[config.mk]
export PLATFORM = sky130hd
export DESIGN_NAME = tile_position_ctrl
export DESIGN_NICKNAME = d
export VERILOG_FILES = /design/src/rtl/tile_position_ctrl.sv
export SDC_FILE = /design/constraint.sdc
export NUM_CORES = 1
export LEC_CHECK = 0
export CORE_ASPECT_RATIO = 1.4
export CORE_UTILIZATION = 40
export CTS_CLUSTER_DIAMETER = 100
export DETAILED_ROUTE_END_ITERATION = 10
export SKIP_CTS_REPAIR_TIMING = 1
export SKIP_LAST_GASP = 1
export SLEW_MARGIN = 10
export SYNTH_ARGS = -nofsm -noshare
export SYNTH_HDL_FRONTEND = slang
export SYNTH_SLANG_ARGS = --single-unit
[constraint.sdc]
create_clock -name clk -period 3.25 [get_ports clk]
set_input_delay 0.8125 -clock clk [delete_from_list [all_inputs] [get_ports clk]]
set_output_delay 0.8125 -clock clk [all_outputs]
set_load 0.02 [all_outputs]
[src/rtl/tile_position_ctrl.sv]
// Debounces five push-buttons and holds the tile grid position and colour for the renderer.
// Latency: press visible 2+DEBOUNCE_CYCLES cycles after a clean edge, committed at the next frame point.
// No backpressure: presses collapse into per-button pending flags consumed once per frame.
module tile_position_ctrl #(
    parameter int unsigned DEBOUNCE_CYCLES = 500000,
    parameter int unsigned GRID_W          = 20,
    parameter int unsigned GRID_H          = 15,
    parameter int unsigned V_UPDATE        = 480,
    parameter logic [7:0]  COLOR_INIT      = 8'hE0,
    parameter logic [7:0]  COLOR_STEP      = 8'h25
) (
    input  logic        clk,
    input  logic        rst_n,
    input  logic        btn_up,
    input  logic        btn_down,
    input  logic        btn_left,
    input  logic        btn_right,
    input  logic        btn_color,
    input  logic [10:0] vcount,
    output logic [4:0]  x,
    output logic [3:0]  y,
    output logic [7:0]  color,
    output logic        frame_update
);

    localparam int unsigned BTN_N = 5;
    localparam int unsigned B_UP    = 0;
    localparam int unsigned B_DOWN  = 1;
    localparam int unsigned B_LEFT  = 2;
    localparam int unsigned B_RIGHT = 3;
    localparam int unsigned B_COLOR = 4;

    localparam logic [19:0] DB_LAST = 20'(DEBOUNCE_CYCLES - 1);
    localparam logic [10:0] V_UPD   = 11'(V_UPDATE);
    localparam logic [4:0]  X_MAX   = 5'(GRID_W - 1);
    localparam logic [3:0]  Y_MAX   = 4'(GRID_H - 1);

    logic [BTN_N-1:0] btn_raw;
    logic [BTN_N-1:0] sync1_q, sync2_q;
    logic [BTN_N-1:0] db_q, db_d;
    logic [BTN_N-1:0] rise;
    logic [BTN_N-1:0] pend_q, pend_d;
    logic [19:0]      cnt_q [BTN_N];
    logic [19:0]      cnt_d [BTN_N];

    logic [10:0] vcount_q;
    logic        commit;

    logic [4:0] x_q, x_d;
    logic [3:0] y_q, y_d;
    logic [7:0] color_q, color_d;
    logic [7:0] color_sum;

    assign btn_raw = {btn_color, btn_right, btn_left, btn_down, btn_up};

    // Counter only runs while the synced input disagrees with the accepted state;
    // the last disagreeing cycle flips the state, so the counter returns to zero.
    always_comb begin
        for (int i = 0; i < BTN_N; i++) begin
            cnt_d[i] = '0;
            db_d[i]  = db_q[i];
            rise[i]  = 1'b0;
            if (sync2_q[i] != db_q[i]) begin
                if (cnt_q[i] == DB_LAST) begin
                    db_d[i] = ~db_q[i];
                    rise[i] = ~db_q[i];
                end else begin
                    cnt_d[i] = cnt_q[i] + 20'd1;
                end
            end
        end
    end

    // vcount_q resets to the commit line so reset release never fakes a commit.
    assign commit = (vcount == V_UPD) && (vcount_q != V_UPD);

    // An edge landing in the commit cycle survives the clear and counts for the next frame.
    assign pend_d = (commit ? '0 : pend_q) | rise;

    assign color_sum = color_q + COLOR_STEP;

    always_comb begin
        x_d     = x_q;
        y_d     = y_q;
        color_d = color_q;
        if (commit) begin
            if (pend_q[B_LEFT] && !pend_q[B_RIGHT]) begin
                x_d = (x_q == 5'd0) ? X_MAX : x_q - 5'd1;
            end else if (pend_q[B_RIGHT] && !pend_q[B_LEFT]) begin
                x_d = (x_q == X_MAX) ? 5'd0 : x_q + 5'd1;
            end
            if (pend_q[B_UP] && !pend_q[B_DOWN]) begin
                y_d = (y_q == 4'd0) ? Y_MAX : y_q - 4'd1;
            end else if (pend_q[B_DOWN] && !pend_q[B_UP]) begin
                y_d = (y_q == Y_MAX) ? 4'd0 : y_q + 4'd1;
            end
            if (pend_q[B_COLOR]) begin
                color_d = (color_sum == 8'h00) ? COLOR_STEP : color_sum;
            end
        end
    end

    always_ff @(posedge clk or negedge rst_n) begin
        if (!rst_n) begin
            sync1_q  <= '0;
            sync2_q  <= '0;
            db_q     <= '0;
            pend_q   <= '0;
            vcount_q <= V_UPD;
            x_q      <= 5'd0;
            y_q      <= 4'd0;
            color_q  <= COLOR_INIT;
            for (int i = 0; i < BTN_N; i++) begin
                cnt_q[i] <= '0;
            end
        end else begin
            sync1_q  <= btn_raw;
            sync2_q  <= sync1_q;
            db_q     <= db_d;
            pend_q   <= pend_d;
            vcount_q <= vcount;
            x_q      <= x_d;
            y_q      <= y_d;
            color_q  <= color_d;
            for (int i = 0; i < BTN_N; i++) begin
                cnt_q[i] <= cnt_d[i];
            end
        end
    end

    assign x            = x_q;
    assign y            = y_q;
    assign color        = color_q;
    assign frame_update = commit;

endmodule

==> flow_metrics.py <==
metrics = {
    "floorplanning": {
        "fp.dieW_um": 114,
        "coreArea_sq_mm": 0.0173,
        "rows": 57,
        "start_util": 0.408,
        "dieHeight_um": 159,
        "ios": 36,
        "die-area_sq_mm": 0.0181,
    },
    "setup_path": {
        "cp_num_buf_inv": 3,
        "critPathMaxFanout": 2,
        "reg2reg_slack_ns": 0.89,
        "crit_type": "input port to primary output",
        "critPathTopFamily": "simple AND/OR/NAND/NOR gates",
        "end_kind": "primary output",
        "crit_path_start_kind": "input port",
        "rr_worst_depth": 5,
        "r2r_start": "cnt_q[34]",
        "crit_arrival_ns": 2.31,
        "r2r-end": "cnt_q[37]",
        "crit_required_ns": 2.44,
        "crit_slowest_cell": "or4_4",
        "max_stage_delay_ns": 0.50,
        "worstPathCellList": "clkdlybuf4s50_1, nor4b_2, nand4_1, or4_4, inv_2, buf_4",
    },
    "global_route": {
        "grt_max_degree": 77,
        "grt_use_total": 0.165,
        "grt_pass1_vias": 5279,
        "antenna_found_initial": 0,
        "grt_pass1_wl_um": 24100,
        "grt-ovfl-total": 0,
    },
    "timing": {
        "final.setup.tns_ns": 0,
        "layout_min_cycle_time_ns": 3.12,
        "fin_crit_sh": 0.960,
        "report.final.slew_viol_count": 0,
        "setup_viol": 0,
        "clock.fmax_mhz": 320,
        "rsz0062_at_grt": "no",
        "tightest_slew_ns": 0.713,
        "max-slew-margin-rel": 0.525,
        "clock_skew_ns": 0.00957,
        "finalHoldViolCount": 0,
    },
    "synth": {
        "synth.distinct_cells": 55,
        "async_flop_share": 1.00,
        "synth-edff-count": 0,
        "ys_ff_latch": 148,
        "synth.top_cells.by_area": "dfrtp_1 (50%), nor2_1 (7.5%), xor2_1 (6.6%)",
        "synthAdderAreaFrac": 0.0266,
        "syn-num-nets": 745,
        "synth_top_area_cell": "dfrtp_1",
        "synth_top_family_by_area": "simple AND/OR/NAND/NOR gates",
        "synthXorXnorAreaFrac": 0.121,
        "synth-simple-area-share": 0.235,
        "synth_compound_area_frac": 0.0586,
        "yosysWarnings": 0,
        "ys.flop_type": "dfrtp_1",
        "ys_seq_area_frac": 0.527,
        "yosysTopAreaCellShare": 0.501,
        "synthCells": 712,
        "syn_area_sq_mm": 0.00704,
        "synth_area_per_cell_sq_um": 9.89,
        "synth_mux_area_frac": 0.00444,
    },
    "final_layout": {
        "syn_to_final_growth_pct": 17.7,
        "final_cell_mix": "dfrtp_1 (141), nor2_1 (140), nand2_1 (54)",
        "drive_gt1_frac": 0.0821,
        "layout_commonest_cell": "dfrtp_1",
        "diodes": 0,
        "fin_nets": 787,
        "fillers": 1647,
    },
    "cts": {
        "numCtsBuffers": 17,
        "cts.sinks": 148,
        "cts.htree.levels": 4,
        "clock_latency_ns": 0.42,
        "cts_root_buffer": "clkbuf_16",
        "cts_tree": "yes",
        "clkSlewWorstSetupHoldPaths_ns": 0.06,
        "clockBufferDepth": 2,
    },
    "status": {
        "outcome": "complete, no violations",
    },
    "placement": {
        "io_buffers": 35,
        "gp_congestion": 0.782,
        "hpwlAfterDp_um": 9470,
    },
    "min_path": {
        "hold_start": "sync1_q[4]",
        "hold_end": "sync2_q[4]",
        "min_path_type": "flip-flop to flip-flop",
        "min_path_cells": 0,
    },
    "detailed_routing": {
        "drc_errors": 0,
        "routedWlPerCell_um": 13.6,
        "routed_wl_um": 13700,
        "first_pass_iters": 4,
        "vias": 5105,
        "drtIter0Drc": 222,
        "antenna_left": 0,
        "vias_per_cell": 5.09,
    },
    "pwr": {
        "ir_drop_mv": 0.320,
        "p_total_mw": 4.11,
        "power_leakage_nw": 3.47,
        "power.density_mw_per_mm2": 495,
    },
    "run": {
        "maxCapViolCount": 0,
    },
}
[metrics by stage]
stage	cells	hold slack (ns)	setup WS [ns]	utilization	area, sq um
final	1003	0.348	0.130	0.480	8290
after global routing	1003	0.356	0.0118	0.480	8290
after CTS	1003	0.352	-0.452	0.480	8280
after detailed placement	971	0.335	-0.446	0.443	7640
after global placement	971	0.334	-0.434	0.443	7640
after floorplan	712	0.331	0.516	-	7040
[synthesized netlist by cell type, types with 2 or more instances]
library cell	number
dfrtp_1	141
nor2_1	140
nand2_1	54
xor2_1	53
xnor2_1	44
nand3_1	41
inv_1	26
nand4_1	20
a21oi_1	19
nor3_1	16
o21ai_0	16
ha_1	15
and3_1	8
clkbuf_1	8
dfstp_2	7
nor4b_1	7
or2_2	7
or3_1	7
a31oi_1	6
a32o_1	6
and4_1	6
buf_2	6
nor4_1	6
nor2b_1	4
o21ai_1	4
or4_1	4
nand3b_1	3
o211ai_1	3
a211o_1	2
a21o_1	2
buf_6	2
mux2i_1	2
nand2b_1	2
nor2_4	2
o21bai_1	2
or2_1	2
[kinds of logic (layout without fill, tap and decap cells)]
| kind of cell | after synthesis | after routing |
|---|---|---|
| AO/OA/AOI/OAI | 66 | 66 |
| XOR/XNOR | 97 | 97 |
| adder cells (fa/ha/maj) | 15 | 15 |
| buffers and inverters | 45 | 100 |
| flip-flops | 148 | 148 |
| multiplexers | 3 | 3 |
| AND/OR/NAND/NOR | 338 | 338 |
[how the worst max path moves through the flow]
stage	to	cells after the start	from	slack [ns]
2_1_floorplan	frame_update	5	vcount[0]	0.52
3_3_place_gp	frame_update	6	vcount[0]	-0.43
3_5_place_dp	frame_update	6	vcount[0]	-0.45
4_1_cts	frame_update	6	vcount[0]	-0.45
5_1_grt	frame_update	6	vcount[3]	0.01
6_report	frame_update	6	vcount[3]	0.13
[sequential cells by signal (all words and copies together) (netlist names)]
name	cells
cnt_q	100
vcount_q	11
color	8
db_q	5
pend_q	5
sync1_q	5
sync2_q	5
x	5
y	4
[final cells by class]
| type | count | area (sq um) | area share |
|---|---|---|---|
| Inverter | 27 | 101 | 0.0122 |
| Clock buffer | 18 | 439 | 0.0530 |
| Tap cell | 236 | 295 | 0.0356 |
| Clock inverter | 14 | 203 | 0.0245 |
| Timing Repair Buffer | 41 | 397 | 0.0479 |
| Multi-Input combinational cell | 519 | 3140 | 0.379 |
| Sequential cell | 148 | 3710 | 0.448 |
[routing by layer]
| layer | global-route usage | routed length [um] |
|---|---|---|
| met5 | 0 | 0 |
| met4 | 0.0620 | 159 |
| met3 | 0.0411 | 465 |
| met2 | 0.289 | 7170 |
| met1 | 0.193 | 5890 |
[where the power goes]
group / internal [mW] / switching (mW) / leakage, nW / total, mW
logic: 0.0418 / 0.0756 / 1.20 / 0.117
clock network: 1.31 / 0.780 / 0.299 / 2.09
registers: 1.87 / 0.0220 / 1.98 / 1.90
Note: power is estimated with default switching activity, not from simulation.
